<file path="config.mk">
export PLATFORM = sky130hd
export DESIGN_NAME = clock_monitor
export DESIGN_NICKNAME = d
export VERILOG_FILES = /design/src/rtl/clock_monitor_pkg.sv /design/src/rtl/edge_detect.sv /design/src/rtl/clock_monitor.sv
export SDC_FILE = /design/constraint.sdc
export NUM_CORES = 1
export LEC_CHECK = 0
export BUFFER_PORTS_ARGS = -buffer_cell sky130_fd_sc_hd__buf_2
export CELL_PAD_IN_SITES_DETAIL_PLACEMENT = 2
export CELL_PAD_IN_SITES_GLOBAL_PLACEMENT = 2
export CORE_MARGIN = 3
export CORE_UTILIZATION = 25
export CTS_BUF_LIST = sky130_fd_sc_hd__clkbuf_8
export CTS_CLUSTER_SIZE = 40
export DETAILED_ROUTE_END_ITERATION = 10
export GPL_TIMING_DRIVEN = 0
export PLACE_DENSITY = 0.59
export SLEW_MARGIN = 20
export SYNTH_ARGS = -nofsm -noshare
export SYNTH_HDL_FRONTEND = slang
export SYNTH_HIERARCHICAL = 1
export SYNTH_SLANG_ARGS = --single-unit
</file>
<file path="constraint.sdc">
create_clock -name clock_in -period 1.7 [get_ports clock_in]
set_input_delay 0.34 -clock clock_in [delete_from_list [all_inputs] [get_ports clock_in]]
set_output_delay 0.34 -clock clock_in [all_outputs]
set_load 0.02 [all_outputs]
</file>
<file path="src/rtl/clock_monitor_pkg.sv">
// Shared definitions for clock_monitor and related monitors.
//   - mon_state_e : measurement FSM states (ARM, RUN)
//   - CNT_W_DEF, EXP_PERIOD_DEF : default counter width and expected period
//   - sat_count() : terminal value of a CNT_W-bit period counter
package clock_monitor_pkg;

  typedef enum logic {
    ARM = 1'b0,
    RUN = 1'b1
  } mon_state_e;

  localparam int CNT_W_DEF      = 8;
  localparam int EXP_PERIOD_DEF = 3;

  // All-ones value of a cnt_w-bit counter; the period counter times out here
  // rather than wrapping.
  function automatic int sat_count(input int cnt_w);
    return (1 << cnt_w) - 1;
  endfunction

  localparam int CNT_SAT_DEF = sat_count(CNT_W_DEF);

endpackage

</file>
<file path="src/rtl/edge_detect.sv">
// Rising-edge detector for a slow signal sampled as data on clock_in.
// Optional build macro: CLOCK_MONITOR_SYNC_EN inserts a two-flop
// synchronizer ahead of s1 for inputs asynchronous to clock_in
// (adds two cycles of latency).
// Ports:
//   clock_in : sampling clock (rising edge)
//   reset_n  : asynchronous active-low reset
//   sig_in   : signal under observation
//   s1       : registered (optionally synchronized) copy of sig_in
//   rise     : s1 & ~s2, high for one cycle per rising edge of sig_in
module edge_detect (
  input  logic clock_in,
  input  logic reset_n,
  input  logic sig_in,
  output logic s1,
  output logic rise
);

  logic samp;
  logic s1_q, s1_d;
  logic s2_q, s2_d;

`ifdef CLOCK_MONITOR_SYNC_EN
  logic [1:0] sync_q, sync_d;

  always_comb sync_d = {sync_q[0], sig_in};

  always_ff @(posedge clock_in or negedge reset_n) begin
    if (!reset_n) sync_q <= '0;
    else          sync_q <= sync_d;
  end

  assign samp = sync_q[1];
`else
  assign samp = sig_in;
`endif

  always_comb begin
    s1_d = samp;
    s2_d = s1_q;
  end

  always_ff @(posedge clock_in or negedge reset_n) begin
    if (!reset_n) begin
      s1_q <= 1'b0;
      s2_q <= 1'b0;
    end else begin
      s1_q <= s1_d;
      s2_q <= s2_d;
    end
  end

  assign s1   = s1_q;
  assign rise = s1_q & ~s2_q;

endmodule

</file>
<file path="src/rtl/clock_monitor.sv">
// Measures period and high time of a divided clock (clock_mon), counted in
// clock_in cycles. clock_mon is sampled as data, never used as a clock.
// Optional build macro: CLOCK_MONITOR_SYNC_EN (synchronizer in edge_detect).
//
// state | meaning
// ------+------------------------------------------------------------
// ARM   | waiting for first rising edge (after reset or timeout)
// RUN   | counting; each rising edge closes one period measurement
//
// Ports:
//   clock_in   : source clock, all logic on its rising edge
//   reset_n    : asynchronous active-low reset
//   clock_mon  : divided clock under test
//   clr_flags  : synchronous clear of period_err and timeout
//   period     : last measured period (clock_in cycles)
//   high_time  : cycles clock_mon was high in that period
//   meas_valid : one-cycle pulse when period/high_time update
//   period_err : sticky, a period differed from EXP_PERIOD
//   timeout    : sticky, no rising edge within the counter range
module clock_monitor
  import clock_monitor_pkg::*;
#(
  parameter int CNT_W      = CNT_W_DEF,
  parameter int EXP_PERIOD = EXP_PERIOD_DEF
) (
  input  logic             clock_in,
  input  logic             reset_n,
  input  logic             clock_mon,
  input  logic             clr_flags,
  output logic [CNT_W-1:0] period,
  output logic [CNT_W-1:0] high_time,
  output logic             meas_valid,
  output logic             period_err,
  output logic             timeout
);

  localparam logic [CNT_W-1:0] CNT_SAT = CNT_W'(sat_count(CNT_W));
  localparam logic [CNT_W-1:0] CNT_EXP = CNT_W'(EXP_PERIOD);
  localparam logic [CNT_W-1:0] CNT_ONE = CNT_W'(1);

  logic s1;
  logic rise;

  edge_detect u_edge_detect (
    .clock_in (clock_in),
    .reset_n  (reset_n),
    .sig_in   (clock_mon),
    .s1       (s1),
    .rise     (rise)
  );

  mon_state_e       state_q, state_d;
  logic [CNT_W-1:0] cnt_q, cnt_d;
  logic [CNT_W-1:0] hcnt_q, hcnt_d;
  logic [CNT_W-1:0] period_q, period_d;
  logic [CNT_W-1:0] high_q, high_d;
  logic             valid_q, valid_d;
  logic             err_q, err_d;
  logic             tmo_q, tmo_d;
  logic             set_err;
  logic             set_tmo;

  always_comb begin
    state_d  = state_q;
    cnt_d    = cnt_q;
    hcnt_d   = hcnt_q;
    period_d = period_q;
    high_d   = high_q;
    valid_d  = 1'b0;
    set_err  = 1'b0;
    set_tmo  = 1'b0;

    case (state_q)
      ARM: begin
        // First edge only starts the count; no measurement yet.
        if (rise) begin
          cnt_d   = CNT_ONE;
          hcnt_d  = CNT_ONE;
          state_d = RUN;
        end
      end
      RUN: begin
        if (rise) begin
          period_d = cnt_q;
          high_d   = hcnt_q;
          valid_d  = 1'b1;
          set_err  = (cnt_q != CNT_EXP);
          cnt_d    = CNT_ONE;
          hcnt_d   = CNT_ONE;
        end else if (cnt_q == CNT_SAT) begin
          // Counters hold at saturation; the block re-arms on the next edge.
          set_tmo = 1'b1;
          state_d = ARM;
        end else begin
          cnt_d  = cnt_q + CNT_ONE;
          hcnt_d = hcnt_q + {{(CNT_W-1){1'b0}}, s1};
        end
      end
      default: state_d = ARM;
    endcase

    // A flag being set in the same cycle as a clear stays set.
    err_d = set_err | (err_q & ~clr_flags);
    tmo_d = set_tmo | (tmo_q & ~clr_flags);
  end

  always_ff @(posedge clock_in or negedge reset_n) begin
    if (!reset_n) begin
      state_q  <= ARM;
      cnt_q    <= '0;
      hcnt_q   <= '0;
      period_q <= '0;
      high_q   <= '0;
      valid_q  <= 1'b0;
      err_q    <= 1'b0;
      tmo_q    <= 1'b0;
    end else begin
      state_q  <= state_d;
      cnt_q    <= cnt_d;
      hcnt_q   <= hcnt_d;
      period_q <= period_d;
      high_q   <= high_d;
      valid_q  <= valid_d;
      err_q    <= err_d;
      tmo_q    <= tmo_d;
    end
  end

  assign period     = period_q;
  assign high_time  = high_q;
  assign meas_valid = valid_q;
  assign period_err = err_q;
  assign timeout    = tmo_q;

endmodule

</file>
======== Word-level counts from Yosys, hierarchy flattened ========
Cells that the tools add are included.
word-level totals
  register bits ........................... 38
  output and inout port bits .............. 19
cells by class
  add/subtract/negate cells ............... 2
  equal/unequal tests ..................... 4
  multiplexer cells ....................... 17
  bitwise logic cells ..................... 8
  reduce and logical (&&, ||, !) cells .... 2
operators with widths
  operator             number
  $mux 8               5
  $pmux 8 s2           2
  $mux 1               9
  $add 8x1->8          1
  $add 8x1->8 const B  1
  $eq 8x8->1 const B   1
  $ne 8x2->1 const B   1
  $reduce_and 2->1     2
  $and 1x1->1          3
  $ne 3x3->1 const B   1
  $not 1->1            3
  $ne 2x2->1 const B   1
  $or 1x1->1           2
  $pmux 1 s2           1

======== Depth between registers and ports, before layout ========
Gate-level depths: netlist of the first run.
  depth after elaboration ................. 5
  gate-level depth with buffers ........... 6
  mapped depth without buffers ............ 6

======== Modules after synthesis ========
Netlist of the first run, hierarchy kept.
modules (own cells, without submodules)
  module         instances  cells each  area an instance (µm²)  seq. area each (µm²)
  clock_monitor  1          139         1,649.1                 900.9
  edge_detect    1          3           63.8                    50.0

======== Worst setup path before layout of the first run ========
No wires, ideal clock.
  kind .................................... reg2reg
  start ................................... register cnt_q[0]
  end ..................................... register err_q, in the netlist period_err
  library setup time ...................... 0.132 ns
  arrival time ............................ 1.356 ns
  required time ........................... 1.568 ns
  path slack .............................. 0.212 ns
  cell stages (with the launch flop) ...... 6
  buffers on the path ..................... 0
  clock period less this slack ............ 1.488 ns
  cell sequence ........................... dfrtp_1 ha_1 inv_1 or4_1 nor4_1 o22ai_1
on the way
  word-level cells in the longest chain between the ends .. 4
RTL lines
  element                   line                  text
  start: declaration        clock_monitor.sv:53   logic [CNT_W-1:0] cnt_q, cnt_d;
  start signal: assignment  clock_monitor.sv:119  cnt_q <= cnt_d;
  $ne 8x2->1                clock_monitor.sv:87   set_err = (cnt_q != CNT_EXP);
  $mux 1                    clock_monitor.sv:83   if (rise) begin
  $mux 1                    clock_monitor.sv:73   case (state_q)
  $or 1x1->1                clock_monitor.sv:103  err_d = set_err | (err_q & ~clr_flags);
  named net err_d           clock_monitor.sv:58   logic err_q, err_d;
  end signal: assignment    clock_monitor.sv:124  err_q <= err_d;
  end: declaration          clock_monitor.sv:58
The timed path passes the listed nets, and every way through them passes these cells.
A chain may end at the register's enable or synchronous reset.

======== Final worst setup path of the first run ========
Same ends and word-level chain as after synthesis.

==> results by group, run 1 <==
Logic synthesis
  • Post-Synthesis Net Count: 149
  • Post-synth top cells: dfrtp_1 (38), mux2_2 (15), nor2_1 (9)
  • Post-synthesis sequential area ratio: 0.555
  • Synthesized netlist cell count: 142
  • Cell Area, Synth: approximately 1700 µm²
  • Yosys reg bits: 38
  • EDFF count, synth: 0
  • Biggest area contributors in the synthesized netlist: dfrtp_1 (56%), mux2_2 (9.9%), xor2_1 (2.6%), o21ai_0 (2.3%), ha_1 (2.2%)
  • Library cell with the highest instance count after synthesis: dfrtp_1
  • Area share of the largest cell type after synthesis: 0.555
  • Most used DFF post-synth: dfrtp_1
  • Asr flop ratio synth: 1.00
  • Mapped Avg Cell Area: 12.1 µm²
  • Distinct cell type count after synthesis: 37
  • Ys Warns: 6
  • Post-synthesis cell type with the largest combined area: dfrtp_1

Timing
  • Clock period minus worst slack: 1.63 ns
  • Total of endpoints with negative setup slack in the final report: 0
  • Setup Skew: about 0.0096 ns
  • Post-route clock period utilization: 0.958
  • Maximum operating frequency: around 600 MHz
  • Final hold vios: 0
  • Final slew viol count: 0
  • Setup repair after global routing missed its margin: yes
  • Setup WS post-layout: ~0.07 ns
  • Headroom to the max-slew limit: 0.425
  • Transition time at the pin with the least slew margin: ~0.86 ns

Drt
  • Number of remaining DRC errors: 0
  • Via-per-instance ratio: 4.86
  • Total wire length after detailed routing: 4030 µm
  • Residual antenna-violating net count after detailed routing: 0
  • Initial drt markers: 36
  • Number of search-and-repair iterations in the first detailed-routing pass: 4
  • Average wire length per cell after detail routing: roughly 16 µm
  • Total vias in the final route: 1,214

GRT
  • Number of antenna violations at the first check in global routing: 0
  • Sum of overflow across all layers after global routing: 0
  • Via count of the first global-routing pass: around 1,300
  • GRT Total Usage: 0.114
  • Global-route wire length before repair: 6820 µm
  • Pin count of the biggest net entering global routing: 39

Setup path
  • Crit path buffers/inverters: 1
  • Slowest library cell on the worst path: or4_1
  • Crit path from: cnt_q[0]
  • Critical path cell sequence: ha_2, inv_1, or4_1, nor4_2, o22ai_1
  • Top delay family on crit path: simple AND/OR/NAND/NOR gates
  • R2R setup slack: just over 0.07 ns
  • Capture point of the worst reg-to-reg path: period_err
  • Startpoint of the worst-slack reg-to-reg timing path: cnt_q[0]
  • Required time reported for the critical path endpoint: between 1.5 and 2 ns
  • Critical path depth in cells: 5
  • Biggest fanout along the worst timing path: 4
  • Worst setup path category: reg -> reg
  • Endpoint of the most critical setup path: period_err
  • CP Data Arrival Time: around 1.8 ns
  • CP endpoint kind: flip-flop
  • Max incr delay on CP: around 0.53 ns
  • Number of cell instances on the worst register-to-register path: 5
  • Startpoint type of the worst setup path: flip-flop

Cells and area
  • Final Instance Area: between 2000 and 2500 µm²
  • Utilization after layout: 0.315
  • Nets@finish: about 180
  • Total inserted antenna cells: 0
  • Relative area change from synthesis to final layout: 19.4%
  • Layout cell share with drive strength beyond 1: 0.370

Run status
  • Result of the run: finished clean

Power and ir drop
  • Lkg Pwr: 0.967 nW
  • Power Dens Cells: approximately 1200 nW/µm²
  • Worst IR drop on VDD: between 0.3 and 0.4 mV
  • Total power after layout: ~0.0024 W

CTS
  • Worst skew pair latency: between 0.2 and 0.3 ns
  • CTS tree: done
  • Clk pin slew, worst setup/hold paths: approximately 0.08 ns
  • CTS hold repair buffers: 0
  • Number of clock sinks: 38
  • Clock root buffer master: clkbuf_8
  • H-tree depth: 2
  • Buffer depth of the longest clock path: 2
  • Number of buffers created by CTS: 5

Floorplan
  • Io pins: 23
  • Initial cell density of the core: 0.264
  • Die footprint: 7880 µm²
  • Vertical die dimension: 88.8 µm
  • Horizontal die dimension: 88.8 µm
  • Area inside the core boundary: about 6500 µm²
  • Site row count: 29

Place
  • DP HPWL: 2850 µm
  • Placer Congestion: 0.708
  • IO Port Bufs: 22
  • Worst-case setup slack after placement: -0.0473 ns
  • Standard cell area after detailed placement: 1920 µm²

Hold path
  • Number of instances on the worst hold path: 1
  • Worst hold path type: in -> reg

Job
  • Maximum Capacitance Violations: 0
## report_power, final
group	switching [W]	internal [W]	leakage (nW)
clock	0.000317	0.000321	0.0524
sequential	0.000124	0.00106	0.494
combinational	0.000357	0.000261	0.420
## logic make-up after synthesis
group           after synthesis  synth area share
simple gates                 41             0.145
flops                        38             0.555
compound gates               24            0.0986
mux                          18             0.116
buf+inv                      13            0.0373
xor+xnor                      5            0.0256
fa+ha+maj                     3            0.0219
## per-stage QoR
| stage | hold slack (ns) | TNS, ns | instances |
|---|---|---|---|
| floorplan | 0.0444 | 0 | 142 |
| global placement | 0.396 | -0.0267 | 241 |
| detailed placement | 0.411 | -0.281 | 241 |
| CTS | 0.137 | 0 | 250 |
| global route | 0.135 | -0.0225 | 250 |
| finish | 0.148 | 0 | 250 |
## layout by cell type (no fill, tap or decap), types with 3 or more instances in the layout
| master | n |
|---|---|
| mux2i_1 | 3 |
| buf_2 | 25 |
| inv_1 | 6 |
| nand3_1 | 5 |
| o211ai_1 | 3 |
| and4_1 | 3 |
| o21ai_0 | 8 |
| dfrtp_1 | 37 |
| mux2_2 | 15 |
| nand2_1 | 6 |
| clkbuf_8 | 6 |
| or3_1 | 3 |
| nor2_1 | 9 |
| xor2_1 | 5 |
| a21oi_1 | 6 |
## layout make-up
class | count | area (µm²)
Buffer | 7 | 42.5
Clock buffer | 6 | 82.6
Clock inverter | 2 | 8.76
Fill cell | 702 | 4450
Inverter | 6 | 22.5
Multi-Input combinational cell | 91 | 709
Sequential cell | 38 | 952
Tap cell | 77 | 96.3
Timing Repair Buffer | 23 | 130
## state kept, by name, indices dropped and copies added (netlist names)
name,cells
period_err,1
high_time,8
meas_valid,1
u_edge_detect/s2_q,1
state_q,1
hcnt_q,8
cnt_q,8
period,8
timeout,1
u_edge_detect/s1,1
## routing by layer
layer  vias to the layer above  track usage  routed length (µm)
li1                        567            -                   -
met1                       617        0.142                1910
met2                        24        0.188                1890
met3                         6       0.0363                 172
met4                         0       0.0371                  61
met5                         -            0                   0
## how the worst min path moves through the flow
stage,startpoint,endpoint
6_report,clock_mon,u_edge_detect/s1
5_1_grt,clock_mon,u_edge_detect/s1
4_1_cts,clock_mon,u_edge_detect/s1
3_5_place_dp,u_edge_detect/s1,u_edge_detect/s2_q
3_3_place_gp,u_edge_detect/s1,u_edge_detect/s2_q
2_1_floorplan,reset_n,cnt_q[0]
## worst reg2reg max path, cell delays in order (launching register included)
cell and delay [ns]:
dfrtp_2 0.41, ha_2 0.22, inv_1 0.07, or4_1 0.53, nor4_2 0.16, o22ai_1 0.10
## timing repair
item / CTS / global route
endpoints found under the setup margin: 18 / 4
buffers inserted: 1 / 0
hold endpoints to repair: 0 / 0
pin swaps: 1 / 0
resized for setup: 4 / 1
(Power assumes the default switching activity.)
==> run 2: changes to the inputs <==
--- a/config.mk
+++ b/config.mk
@@ -5,6 +5,7 @@
 export SDC_FILE = /design/constraint.sdc
 export NUM_CORES = 1
 export LEC_CHECK = 0
+export ABC_AREA = 1
 export BUFFER_PORTS_ARGS = -buffer_cell sky130_fd_sc_hd__buf_2
 export CELL_PAD_IN_SITES_DETAIL_PLACEMENT = 2
 export CELL_PAD_IN_SITES_GLOBAL_PLACEMENT = 2
@@ -14,7 +15,7 @@
 export CTS_CLUSTER_SIZE = 40
 export DETAILED_ROUTE_END_ITERATION = 10
 export GPL_TIMING_DRIVEN = 0
-export PLACE_DENSITY = 0.59
+export PLACE_DENSITY = 0.65
 export SLEW_MARGIN = 20
 export SYNTH_ARGS = -nofsm -noshare
 export SYNTH_HDL_FRONTEND = slang
==> run 2 against run 1 <==
Compared with the run above: routed wire length rose by 24%; combinational power decreased by 2%; synthesized cell count is 55% higher; synthesized area up 3.3%; global-route usage increased by 1.7 points; sequential cell count did not move; highest routed layer unchanged.
==> results by group, run 2 <==
Cells and area
  • Final Non-Filler Cells: between 300 and 400
  • Total inserted antenna cells: 0
  • Layout cell share with drive strength beyond 1: 0.161
  • Nets@finish: around 260
  • Commonest non-fill, non-tap cells in the layout: nand2_1 (62), dfrtp_1 (38), inv_1 (32), o21ai_0 (26), buf_2 (22)
  • Most frequent standard cell in the layout excluding fill and tap cells: nand2_1
  • Relative area change from synthesis to final layout: 18.7%

CTS
  • Buffer depth of the longest clock path: 2
  • Number of buffers created by CTS: 5
  • CTS tree: done
  • H-tree depth: 2
  • Clock root buffer master: clkbuf_8
  • Post CTS Setup Buffer Count: 0
  • Worst skew pair latency: around 0.30 ns
  • Clk pin slew, worst setup/hold paths: 0.08 ns
  • Number of clock sinks: 38
  • CTS hold repair buffers: 0

Setup path
  • Startpoint type of the worst setup path: flip-flop
  • CP endpoint kind: flip-flop
  • Worst setup path category: reg -> reg
  • Biggest fanout along the worst timing path: 10
  • CP Data Arrival Time: roughly 1.7 ns
  • Required time reported for the critical path endpoint: about 1.9 ns

Drt
  • Average wire length per cell after detail routing: around 14 µm
  • Residual antenna-violating net count after detailed routing: 0
  • Number of search-and-repair iterations in the first detailed-routing pass: 4
  • Total wire length after detailed routing: approximately 5000 µm
  • Number of remaining DRC errors: 0
  • Via-per-instance ratio: about 4.5
  • Initial drt markers: 70
  • Total vias in the final route: roughly 1,500

Place
  • Placer Congestion: ~0.77
  • DP HPWL: ~3700 µm
  • Total placed cells including tap cells: roughly 340
  • IO Port Bufs: 22
  • Worst-case setup slack after placement: 0.00921 ns

GRT
  • Sum of overflow across all layers after global routing: 0
  • Pin count of the biggest net entering global routing: 39
  • Number of antenna violations at the first check in global routing: 0
  • GRT Total Usage: 0.131
  • Via count of the first global-routing pass: approximately 1,700
  • Global-route wire length before repair: roughly 8400 µm

Floorplan
  • Horizontal die dimension: roughly 90 µm
  • Die footprint: roughly 8000 µm²
  • Area inside the core boundary: 6830 µm²
  • Vertical die dimension: around 90 µm
  • Io pins: 23
  • Initial cell density of the core: 0.259
  • Site row count: 30

Timing
  • Total of endpoints with negative setup slack in the final report: 0
  • Final slew viol count: 0
  • Post-route clock period utilization: 0.902
  • Transition time at the pin with the least slew margin: ~0.87 ns
  • Maximum operating frequency: between 600 and 700 MHz
  • Hold slack: 0.142 ns
  • Clock period minus worst slack: ~1.5 ns
  • Final hold vios: 0
  • Setup WS post-layout: 0.167 ns
  • Setup Skew: about 0.0093 ns
  • Setup repair after global routing missed its margin: no
  • Headroom to the max-slew limit: 0.418
  • Fin Setup TNS: 0 ns

Logic synthesis
  • Mapped Avg Cell Area: approximately 8.0 µm²
  • Yosys reg bits: 38
  • Library cell with the highest instance count after synthesis: nand2_1
  • Post-Synthesis Net Count: approximately 230
  • Cell Area, Synth: 1770 µm²
  • Post-synthesis sequential area ratio: 0.537
  • Area share of the largest cell type after synthesis: 0.537
  • Post-synthesis cell type with the largest combined area: dfrtp_1
  • Biggest area contributors in the synthesized netlist: dfrtp_1 (54%), nand2_1 (13%), o21ai_0 (7.4%), inv_1 (6.8%), nand3_1 (4.8%)
  • Post-synth top cells: nand2_1 (63), dfrtp_1 (38), inv_1 (32)
  • Most used DFF post-synth: dfrtp_1
  • EDFF count, synth: 0
  • Asr flop ratio synth: 1.00
  • Synthesized netlist cell count: between 200 and 250
  • Ys Warns: 6
  • Distinct cell type count after synthesis: 17

Power and ir drop
  • Lkg Pwr: 1.10 nW
  • Worst IR drop on VDD: between 0.2 and 0.3 mV
  • Power Dens Cells: 1160 nW/µm²

Run status
  • Result of the run: finished clean

Job
  • Maximum Capacitance Violations: 0

Hold path
  • Worst hold path type: in -> reg
-- run 2: layer usage --
layer,vias to the layer above,track usage,routed length (µm),share of wire
met3,11,0.0243,139,0.028
met2,23,0.205,2230,0.45
li1,747,-,-,-
met5,-,0,0,0
met1,762,0.176,2510,0.50
met4,0,0.0561,116,0.023
-- run 2: layout make-up --
cell class,count,area (µm²)
clock buffer,5,68.8
clock inverter,2,10.0
timing repair buffer,22,110
multi-input combinational,143,674
sequential,38,951
buffer,6,41.3
inverter,33,124
tap,96,120
fill,814,4730
-- run 2: where the power goes --
group | total (W) | switching, W | internal [W]
Combinational | 0.000605 | 0.000399 | 0.000206
Sequential | 0.00122 | 0.000147 | 0.00107
Clock | 0.000610 | 0.000334 | 0.000276
-- run 2: logic make-up after synthesis --
kind of cell,Yosys count,synth area share
compound gates,33,0.0962
fa+ha+maj,3,0.0212
buf+inv,39,0.0912
flops,38,0.537
simple gates,107,0.254
-- run 2: path summary, 6_finish.rpt --
check                                  from                  to  slack [ns]  cells past startpoint
min in group asynchronous           reset_n           period[1]        0.16                      1
max                                cnt_q[0]            cnt_q[7]        0.17                      8
max reg2reg                        cnt_q[0]            cnt_q[7]        0.17                      8
max in group asynchronous           reset_n          meas_valid        1.00                      1
min                               clock_mon    u_edge_detect/s1        0.14                      1
min reg2reg                u_edge_detect/s1  u_edge_detect/s2_q        0.43                      0
-- run 2: critical path, stage by stage, from the launching register on --
cell	delay [ns]
dfrtp_1	0.43
ha_1	0.26
nand2_2	0.12
nor2_4	0.06
a21oi_2	0.21
buf_6	0.18
nand2_1	0.07
nand2_1	0.06
inv_1	0.03
-- run 2: what timing repair did --
action	in CTS	in global routing
gates resized for setup	1	5
endpoints found under the setup margin	1	11
pin swaps	0	0
-- run 2: per-stage QoR --
stage | total power [W] | utilization | cell area, µm²
after global routing | 0.00263 | 0.307 | 2100
after detailed placement | 0.00184 | 0.293 | 2000
final | 0.00243 | 0.307 | 2100
after global placement | 0.00182 | 0.293 | 2000
after floorplan | 0.00160 | - | 1770
after CTS | 0.00248 | 0.305 | 2080
